### src/rtl/decode_stage.sv
// RV32 decode stage: combinational decoder feeding a registered output
// slot backed by a one-entry skid buffer, with flush and valid/ready flow.
module decode_stage #(
  parameter bit          SUPPORT_M     = 1'b1,
  parameter bit          SUPPORT_ZICSR = 1'b1,
  parameter int unsigned PC_WIDTH      = 32
) (
  input  logic                clk,
  input  logic                rst,
  input  logic                flush,
  input  logic                in_valid,
  output logic                in_ready,
  input  logic [31:0]         in_instr,
  input  logic [PC_WIDTH-1:0] in_pc,
  output logic                out_valid,
  input  logic                out_ready,
  output logic [PC_WIDTH-1:0] out_pc,
  output logic [4:0]          out_rd,
  output logic [4:0]          out_rs1,
  output logic [4:0]          out_rs2,
  output logic                out_rd_write,
  output logic                out_rs1_read,
  output logic                out_rs2_read,
  output logic [31:0]         out_imm,
  output logic [4:0]          out_alu_op,
  output logic                out_op2_imm,
  output logic                out_op1_pc,
  output logic                out_op1_zero,
  output logic                out_op2_4,
  output logic                out_br,
  output logic                out_jal,
  output logic                out_jalr,
  output logic                out_mem_rd,
  output logic                out_mem_wr,
  output logic [2:0]          out_mem_op,
  output logic                out_csr_rd,
  output logic [1:0]          out_csr_op,
  output logic [11:0]         out_csr_addr,
  output logic                out_mret,
  output logic                out_wfi,
  output logic                out_ecall,
  output logic                out_ebreak,
  output logic                out_ill,
  output logic [31:0]         out_tval
);

  typedef struct packed {
    logic [PC_WIDTH-1:0] pc;
    logic [4:0]          rd;
    logic [4:0]          rs1;
    logic [4:0]          rs2;
    logic                rd_write;
    logic                rs1_read;
    logic                rs2_read;
    logic [31:0]         imm;
    logic [4:0]          alu_op;
    logic                op2_imm;
    logic                op1_pc;
    logic                op1_zero;
    logic                op2_4;
    logic                br;
    logic                jal;
    logic                jalr;
    logic                mem_rd;
    logic                mem_wr;
    logic [2:0]          mem_op;
    logic                csr_rd;
    logic [1:0]          csr_op;
    logic [11:0]         csr_addr;
    logic                mret;
    logic                wfi;
    logic                ecall;
    logic                ebreak;
    logic                ill;
    logic [31:0]         tval;
  } bundle_t;

  localparam logic [6:0] OpLoad   = 7'b0000011;
  localparam logic [6:0] OpMisc   = 7'b0001111;
  localparam logic [6:0] OpImm    = 7'b0010011;
  localparam logic [6:0] OpAuipc  = 7'b0010111;
  localparam logic [6:0] OpStore  = 7'b0100011;
  localparam logic [6:0] OpReg    = 7'b0110011;
  localparam logic [6:0] OpLui    = 7'b0110111;
  localparam logic [6:0] OpBranch = 7'b1100011;
  localparam logic [6:0] OpJalr   = 7'b1100111;
  localparam logic [6:0] OpJal    = 7'b1101111;
  localparam logic [6:0] OpSystem = 7'b1110011;

  logic [6:0]  opcode;
  logic [2:0]  f3;
  logic [6:0]  f7;
  logic [31:0] imm_i, imm_s, imm_b, imm_u, imm_j, imm_csr;

  assign opcode  = in_instr[6:0];
  assign f3      = in_instr[14:12];
  assign f7      = in_instr[31:25];
  assign imm_i   = {{20{in_instr[31]}}, in_instr[31:20]};
  assign imm_s   = {{20{in_instr[31]}}, in_instr[31:25], in_instr[11:7]};
  assign imm_b   = {{19{in_instr[31]}}, in_instr[31], in_instr[7], in_instr[30:25],
                    in_instr[11:8], 1'b0};
  assign imm_u   = {in_instr[31:12], 12'b0};
  assign imm_j   = {{11{in_instr[31]}}, in_instr[31], in_instr[19:12], in_instr[20],
                    in_instr[30:21], 1'b0};
  assign imm_csr = {27'b0, in_instr[19:15]};

  bundle_t dec_raw, dec;
  bundle_t out_q, out_d, skid_q, skid_d;
  logic    out_valid_q, out_valid_d, skid_valid_q, skid_valid_d;

  // Combinational decode of the incoming instruction word.
  always_comb begin
    dec_raw          = '0;
    dec_raw.pc       = in_pc;
    dec_raw.rd       = in_instr[11:7];
    dec_raw.rs1      = in_instr[19:15];
    dec_raw.rs2      = in_instr[24:20];
    dec_raw.tval     = in_instr;
    dec_raw.csr_addr = '0;
    unique case (opcode)
      OpReg: begin
        dec_raw.rd_write = 1'b1;
        dec_raw.rs1_read = 1'b1;
        dec_raw.rs2_read = 1'b1;
        unique case (f7)
          7'b0000000: dec_raw.alu_op = {2'b00, f3};
          7'b0100000: begin
            if (f3 == 3'b000 || f3 == 3'b101) dec_raw.alu_op = {2'b01, f3};
            else                              dec_raw.ill    = 1'b1;
          end
          7'b0000001: begin
            if (SUPPORT_M) dec_raw.alu_op = {2'b10, f3};
            else           dec_raw.ill    = 1'b1;
          end
          default: dec_raw.ill = 1'b1;
        endcase
      end
      OpImm: begin
        dec_raw.rd_write = 1'b1;
        dec_raw.rs1_read = 1'b1;
        dec_raw.op2_imm  = 1'b1;
        dec_raw.imm      = imm_i;
        dec_raw.alu_op   = {2'b00, f3};
        if (f3 == 3'b001 && f7 != 7'b0000000) dec_raw.ill = 1'b1;
        if (f3 == 3'b101) begin
          if (f7 == 7'b0100000)      dec_raw.alu_op[3] = 1'b1;
          else if (f7 != 7'b0000000) dec_raw.ill       = 1'b1;
        end
      end
      OpLoad: begin
        dec_raw.rd_write = 1'b1;
        dec_raw.rs1_read = 1'b1;
        dec_raw.op2_imm  = 1'b1;
        dec_raw.mem_rd   = 1'b1;
        dec_raw.mem_op   = f3;
        dec_raw.imm      = imm_i;
        if (f3 == 3'b011 || f3 == 3'b110 || f3 == 3'b111) dec_raw.ill = 1'b1;
      end
      OpStore: begin
        dec_raw.rs1_read = 1'b1;
        dec_raw.rs2_read = 1'b1;
        dec_raw.op2_imm  = 1'b1;
        dec_raw.mem_wr   = 1'b1;
        dec_raw.mem_op   = f3;
        dec_raw.imm      = imm_s;
        if (f3[2] || f3 == 3'b011) dec_raw.ill = 1'b1;
      end
      OpBranch: begin
        dec_raw.rs1_read = 1'b1;
        dec_raw.rs2_read = 1'b1;
        dec_raw.br       = 1'b1;
        dec_raw.imm      = imm_b;
        dec_raw.alu_op   = {2'b00, f3};
        if (f3 == 3'b010 || f3 == 3'b011) dec_raw.ill = 1'b1;
      end
      OpLui: begin
        dec_raw.rd_write = 1'b1;
        dec_raw.op1_zero = 1'b1;
        dec_raw.op2_imm  = 1'b1;
        dec_raw.imm      = imm_u;
      end
      OpAuipc: begin
        dec_raw.rd_write = 1'b1;
        dec_raw.op1_pc   = 1'b1;
        dec_raw.op2_imm  = 1'b1;
        dec_raw.imm      = imm_u;
      end
      OpJal: begin
        dec_raw.rd_write = 1'b1;
        dec_raw.jal      = 1'b1;
        dec_raw.op1_pc   = 1'b1;
        dec_raw.op2_4    = 1'b1;
        dec_raw.imm      = imm_j;
      end
      OpJalr: begin
        dec_raw.rd_write = 1'b1;
        dec_raw.rs1_read = 1'b1;
        dec_raw.jalr     = 1'b1;
        dec_raw.op1_pc   = 1'b1;
        dec_raw.op2_4    = 1'b1;
        dec_raw.imm      = imm_i;
        if (f3 != 3'b000) dec_raw.ill = 1'b1;
      end
      OpMisc: begin
        // FENCE and FENCE.I retire as NOPs in this in-order pipe
        if (f3[2:1] != 2'b00) dec_raw.ill = 1'b1;
      end
      OpSystem: begin
        if (f3 == 3'b000) begin
          unique case (in_instr)
            32'h0000_0073: dec_raw.ecall  = 1'b1;
            32'h0010_0073: dec_raw.ebreak = 1'b1;
            32'h3020_0073: dec_raw.mret   = 1'b1;
            32'h1050_0073: dec_raw.wfi    = 1'b1;
            default:       dec_raw.ill    = 1'b1;
          endcase
        end else if (!SUPPORT_ZICSR || f3 == 3'b100) begin
          dec_raw.ill = 1'b1;
        end else begin
          dec_raw.csr_addr = in_instr[31:20];
          dec_raw.rs1_read = ~f3[2];
          dec_raw.op2_imm  = f3[2];
          dec_raw.imm      = f3[2] ? imm_csr : 32'h0;
          if (f3[1:0] == 2'b01) begin
            // CSRRW(I) to x0 must not trigger CSR read side effects
            dec_raw.csr_rd = (in_instr[11:7] != 5'd0);
            dec_raw.csr_op = 2'b01;
          end else begin
            dec_raw.csr_rd = 1'b1;
            dec_raw.csr_op = (in_instr[19:15] == 5'd0) ? 2'b00 : f3[1:0];
          end
          dec_raw.rd_write = dec_raw.csr_rd;
        end
      end
      default: dec_raw.ill = 1'b1;
    endcase
    if (in_instr[1:0] != 2'b11) dec_raw.ill = 1'b1;
  end

  // Illegal instructions carry only their indices, PC and raw word.
  always_comb begin
    dec = dec_raw;
    if (dec_raw.ill) begin
      dec      = '0;
      dec.pc   = dec_raw.pc;
      dec.rd   = dec_raw.rd;
      dec.rs1  = dec_raw.rs1;
      dec.rs2  = dec_raw.rs2;
      dec.ill  = 1'b1;
      dec.tval = dec_raw.tval;
    end
  end

  logic out_free, in_fire;
  assign out_free = ~out_valid_q | out_ready;
  assign in_fire  = in_valid & ~skid_valid_q;

  // Output/skid slot steering; flush overrides every other event.
  always_comb begin
    out_d        = out_q;
    skid_d       = skid_q;
    out_valid_d  = out_valid_q;
    skid_valid_d = skid_valid_q;
    if (flush) begin
      out_valid_d  = 1'b0;
      skid_valid_d = 1'b0;
    end else if (out_free) begin
      if (skid_valid_q) begin
        out_d        = skid_q;
        out_valid_d  = 1'b1;
        skid_valid_d = 1'b0;
      end else if (in_fire) begin
        out_d       = dec;
        out_valid_d = 1'b1;
      end else begin
        out_valid_d = 1'b0;
      end
    end else if (in_fire) begin
      skid_d       = dec;
      skid_valid_d = 1'b1;
    end
  end

  // State registers, cleared asynchronously by rst.
  always_ff @(posedge clk or posedge rst) begin
    if (rst) begin
      out_q        <= '0;
      skid_q       <= '0;
      out_valid_q  <= 1'b0;
      skid_valid_q <= 1'b0;
    end else begin
      out_q        <= out_d;
      skid_q       <= skid_d;
      out_valid_q  <= out_valid_d;
      skid_valid_q <= skid_valid_d;
    end
  end

  assign in_ready     = ~skid_valid_q;
  assign out_valid    = out_valid_q;
  assign out_pc       = out_q.pc;
  assign out_rd       = out_q.rd;
  assign out_rs1      = out_q.rs1;
  assign out_rs2      = out_q.rs2;
  assign out_rd_write = out_q.rd_write;
  assign out_rs1_read = out_q.rs1_read;
  assign out_rs2_read = out_q.rs2_read;
  assign out_imm      = out_q.imm;
  assign out_alu_op   = out_q.alu_op;
  assign out_op2_imm  = out_q.op2_imm;
  assign out_op1_pc   = out_q.op1_pc;
  assign out_op1_zero = out_q.op1_zero;
  assign out_op2_4    = out_q.op2_4;
  assign out_br       = out_q.br;
  assign out_jal      = out_q.jal;
  assign out_jalr     = out_q.jalr;
  assign out_mem_rd   = out_q.mem_rd;
  assign out_mem_wr   = out_q.mem_wr;
  assign out_mem_op   = out_q.mem_op;
  assign out_csr_rd   = out_q.csr_rd;
  assign out_csr_op   = out_q.csr_op;
  assign out_csr_addr = out_q.csr_addr;
  assign out_mret     = out_q.mret;
  assign out_wfi      = out_q.wfi;
  assign out_ecall    = out_q.ecall;
  assign out_ebreak   = out_q.ebreak;
  assign out_ill      = out_q.ill;
  assign out_tval     = out_q.tval;

endmodule

### config.mk
export PLATFORM = sky130hd
export DESIGN_NAME = decode_stage
export DESIGN_NICKNAME = d
export VERILOG_FILES = /design/src/rtl/decode_stage.sv
export SDC_FILE = /design/constraint.sdc
export NUM_CORES = 1
export LEC_CHECK = 0
export CORE_AREA = 2 2 189 154
export DETAILED_ROUTE_END_ITERATION = 8
export DIE_AREA = 0 0 191 156
export PLACE_DENSITY = 0.88
export SKIP_CTS_REPAIR_TIMING = 1
export SLEW_MARGIN = 25
export SYNTH_ARGS = -nofsm -noshare
export SYNTH_HDL_FRONTEND = slang
export SYNTH_SLANG_ARGS = --single-unit
### constraint.sdc
create_clock -name clk -period 9.25 [get_ports clk]
set_input_delay 1.85 -clock clk [delete_from_list [all_inputs] [get_ports clk]]
set_output_delay 1.85 -clock clk [all_outputs]
set_load 0.02 [all_outputs]
; Word level (Yosys, flattened, before mapping)
; Index checks and enable logic that the tools add are counted.
; W data, S select, Z words.
[classes]
n_eq_ne = 26
n_mux = 62
bitwise = 7
n_reduce_logical = 30
[ops]
columns = operator, count
row1 = $mux W151, 2
row2 = $pmux W32 S6, 1
row3 = $mux W104, 1
row4 = $mux W1, 38
row5 = $eq A32 B21 Y1 const B, 1
row6 = $eq A32 B29 Y1 const B, 1
row7 = $eq A32 B30 Y1 const B, 1
row8 = $eq A32 B7 Y1 const B, 1
row9 = $mux W15, 2
row10 = $pmux W5 S3, 2
row11 = $eq A7 B6 Y1 const B, 4
row12 = $eq A7 B7 Y1 const B, 4
row13 = $mux W19, 1
row14 = $mux W5, 3
row15 = $eq A7 B5 Y1 const B, 2
row16 = $eq A3 B3 Y1 const B, 4
row17 = $reduce_or A3 Y1, 4
row18 = $pmux W1 S9, 1
row19 = $mux W4, 2
row20 = $pmux W1 S2, 4
row21 = $reduce_or A2 Y1, 4
row22 = $eq A7 B1 Y1 const B, 1
row23 = $eq A7 B2 Y1 const B, 1
row24 = $eq A7 B4 Y1 const B, 1
row25 = other kinds (23), 39
[word_totals]
register_bits = 304
input_bits = 69
out_inout_bits = 153
word_cells = 183

; Longest topological paths before layout
[logic_depth]
depth_word = 11
ltp_mapped = 9
mapped_depth_nobuf = 5

; Worst setup path before layout
; OpenSTA, ideal clock, no wires.
[synth_path]
kind = input port to flip-flop
start = in in_instr[22]
end = reg out_q, in the netlist out_imm[11]
setup_time_ns = 0.104
t_arrival_ns = 3.459
required_ns = 9.146
path_slack_ns = 5.687
path_stages = 7
n_path_buf = 2
cell_sequence = buf_2 and4bb_2 o21ai_1 a2111oi_2 o211ai_2 buf_2 o41ai_2
[synth_via]
elab_chain_len = 9
word_cells_on_any_way = 12
cone_classes = 4 x eq/ne / 7 x mux / 1 x reduce/logical
[synth_rtl]
columns = item, line_no
row1 = "start, declared", 13  ; input logic [31:0] in_instr,
row2 = "$eq A32 B30 Y1, or another cell as far along", 210  ; unique case (in_instr)
row3 = $reduce_or A4 Y1 (no line) *, n/a
row4 = $mux W1 *, 210
row5 = $mux W1 *, 209  ; if (f3 == 3'b000) begin
row6 = $pmux W1 S9 *, 120  ; unique case (opcode)
row7 = $mux W1 *, 237  ; if (in_instr[1:0] != 2'b11) dec_raw.ill = 1'b1;
row8 = $mux W104 *, 243  ; if (dec_raw.ill) begin
row9 = $mux W151 *, 272  ; end else if (in_fire) begin
row10 = $mux W151 *, 268  ; if (skid_valid_q) begin
row11 = "end signal, assigned", 292  ; out_q <= out_d;
row12 = "end, declared", 108  ; bundle_t out_q, out_d, skid_q, skid_d;
; Every way passes the cells marked *; elsewhere a longest branch is shown, timed or not. The select of a mux whose other input is x is not followed.
; A chain may end at the register's enable or synchronous reset.

; Final worst setup path
[layout_path]
start = in in_instr[31]
end = reg out_q, in the netlist out_imm[22]
[layout_via]
elab_chain_len = 11
word_cells_on_any_way = 24
cone_classes = 6 x eq/ne / 13 x mux / 5 x reduce/logical
[layout_rtl]
columns = item, line_no
row1 = branches (longest 8 deep; another with $eq A32 B30 Y1), n/a
row2 = $mux W104 *, 243
row3 = $mux W151 *, 272
row4 = $mux W151 *, 268
; Every way passes the cells marked *. The select of a mux whose other input is x is not followed.

==> run_results.csv <==
group,metric,value,unit
setup_path,arrival,5.31,ns
finish,nets,1655,
grt,grt_pass1_vias,11500,
pwr,power.density,190,nW/µm²
detailed_routing,routed_wl,40500,µm
finish,final_cell_mix,"428 x nand2_1, 273 x dfrtp_1, 221 x clkdlybuf4s50_1, 147 x o21ai_0, 63 x mux2i_1",
sta,min_period_over_period,53.1,%
sta,hold_violations,0,
sta,setup_viol,0,
grt,grt_pass1_wl,64200,µm
setup_path,cp-start-kind,"primary input",
logic_synthesis,synth.cell_area,13400,µm²
setup_path,crit_required,9.65,ns
logic_synthesis,syn_avg_cell_area,9.15,µm²
clock_network,numCtsBuffers,27,
place,hpwl,26000,µm
sta,rsz0062_at_grt,"no",
floorplan,io_pins,222,
logic_synthesis,synth_nets,1537,
grt,antenna_found_initial,0,
detailed_routing,drc_errors,0,
setup_path,endpoint_kind,"flip-flop",
logic_synthesis,ys_types,63,
setup_path,crit_type,"in2reg",
floorplan,initial_utilization,48.2,%
logic_synthesis,synth_ff_type,"dfrtp_1",
logic_synthesis,async_reset_ff_share,100,%
flow_run,max_cap_violations,0,
grt,overflow,0,
logic_synthesis,ys_ff_latch,274,
clock_network,clkTransAtPathRegs,0.06,ns
detailed_routing,final_antenna_net_count,0,
place,post-place-ws,3.80,ns
sta,fmax,204,MHz
logic_synthesis,synth_cells,1468,
sta,worst_pin_slew,1.05,ns
floorplan,die_h,156,µm
detailed_routing,vias_per_cell,5.91,
clock_network,cts_max_path_buffers,3,
logic_synthesis,ys_seq_area_share,51.1,%
detailed_routing,wl_per_cell,20.5,µm
sta,slew_violations,0,
place,gp_congestion,0.905,
place,place.port_buffers,221,
pwr,p_leak,6.99,nW
detailed_routing,dr.pass1.iters,8,
clock_network,cts_tree,"built",
detailed_routing,vias,11700,
detailed_routing,drt_iter0_drc,1470,
finish,utilization,59.1,%
sta,fin_worst_skew,0.00718,ns
setup_path,worstPathMaxFanout,77,
finish,fill_cells,2319,
floorplan,coreArea,27900,µm²
pwr,peakVddDrop,0.152,mV
finish,fin_cells,1976,
sta,fin_crit,4.91,ns
clock_network,insertion_delay,0.54,ns
setup_path,r2r_slack,5.81,ns
run_status,status,"finished clean",
sta,worst_slack,4.34,ns
sta,fin_setup_tns,0,ns
place,dp.cells,1926,
logic_synthesis,synth_enable_flop_cells,0,
sta,relSlewSlack,29.4,%
finish,final_common_cell,"nand2_1",
clock_network,h-tree-depth,1,
grt,grt_max_degree,102,
clock_network,cts-root-buf,"clkbuf_16",
logic_synthesis,yosys_warnings,0,
finish,drive_above_1_share,7.79,%
hold_path,min_path_type,"reg2reg",
floorplan,die_area,29800,µm²
clock_network,clock_sinks,274,
floorplan,rows,55,
grt,grt.total_usage,27.2,%
floorplan,die_x,191,µm
finish,area_growth,22.6,%
[worst max-delay path, cell delays in order]
cell and delay, ns:
clkdlybuf4s50_1 0.82, nor3_4 0.38, nand2_1 0.12, o21ai_1 0.84, nand2_8 0.62, o41ai_1 0.59
[state kept, by name, summed over array words and instances (netlist names), 2 cells and up]
signal        count
skid_q          136
out_csr_addr     12
out_pc           32
out_mem_op        3
out_imm          32
out_rs2           4
out_alu_op        5
out_csr_op        2
out_tval         20
out_rs1           4
out_rd            4
[synthesized netlist by cell type (4+ instances only)]
cell type	number	share of area (%)
nor2_1	53	1.5
nor3_1	9	0.34
o211ai_1	10	0.56
buf_1	6	0.17
nand3_1	46	1.7
a21oi_1	35	1.3
mux2i_1	63	4.7
o21a_1	4	0.22
and3_1	41	1.9
and2_1	4	0.19
a222oi_1	4	0.30
inv_1	8	0.22
o31ai_1	33	1.8
buf_6	8	0.67
nand2b_1	9	0.42
a21boi_0	8	0.45
buf_2	16	0.60
o41ai_2	21	2.5
dfrtp_1	274	51
a31oi_1	17	0.79
o31ai_2	25	2.3
nand4_1	10	0.47
nor2b_1	5	0.23
clkbuf_1	102	2.9
o21ai_0	147	5.5
nand2_1	428	12
o41ai_1	8	0.52
buf_4	19	1.1
nand4b_1	4	0.26
[layer usage]
metal	wire length (µm)	GRT usage [%]	part of all wire, %	vias up
met5	0	0	0	-
met4	1350	9.23	3.3	0
met3	4020	4.88	9.9	97
met2	18400	41.7	46	615
met1	16700	39.1	41	5701
li1	-	-	-	5275
[through the flow]
step	power [mW]	instance area, µm²	hold WS (ns)
6_report	3.13	16500	0.473
5_1_grt	3.26	16500	0.492
4_1_cts	3.14	16400	0.474
3_5_place_dp	2.05	15600	0.460
3_3_place_gp	2.03	15600	0.452
2_1_floorplan	1.76	13400	0.435
[where the power goes]
group / internal [mW] / switching (mW) / leakage (nW)
Clock: 0.632 / 0.465 / 0.425
Combinational: 0.257 / 0.348 / 3.02
Sequential: 1.34 / 0.0910 / 3.54
Total: 2.23 / 0.904 / 6.99
[final timing paths]
kind,start,endpoint,depth (start not counted)
min in group asynchronous,rst,out_imm[16],2
max in group asynchronous,rst,out_tval[19],4
worst max register to register,skid_valid_q,out_rs1_read,5
worst min register to register,skid_q[94],skid_q[94],2
worst min-delay path,skid_q[94],skid_q[94],2
worst max-delay path,in_instr[31],out_imm[22],6
[layout make-up]
class	instances	area, µm²	share of cell area, %
clock inverters	9	100	0.608
repair buffers	240	2360	14.3
well taps	370	463	2.81
inverters	8	33.8	0.205
clock buffers	39	771	4.68
diodes	1	2.50	0.0152
flip-flops and latches	274	6860	41.7
multi-input cells	1035	5880	35.7
[cell families (layout without fill, tap and decap cells)]
logic type                Yosys count  count (layout)  synth area share [%]
and+or+nand+nor                   638             638                  20.8
AOI/OAI and AO/OA                 332             332                  17.7
DFF                               274             274                  51.1
buffers and inverters             159             296                  5.57
muxes                              64              64                  4.78
xor gates and xnor gates            1               1                0.0652
other                               0               1                     0
(Power assumes the default switching activity.)
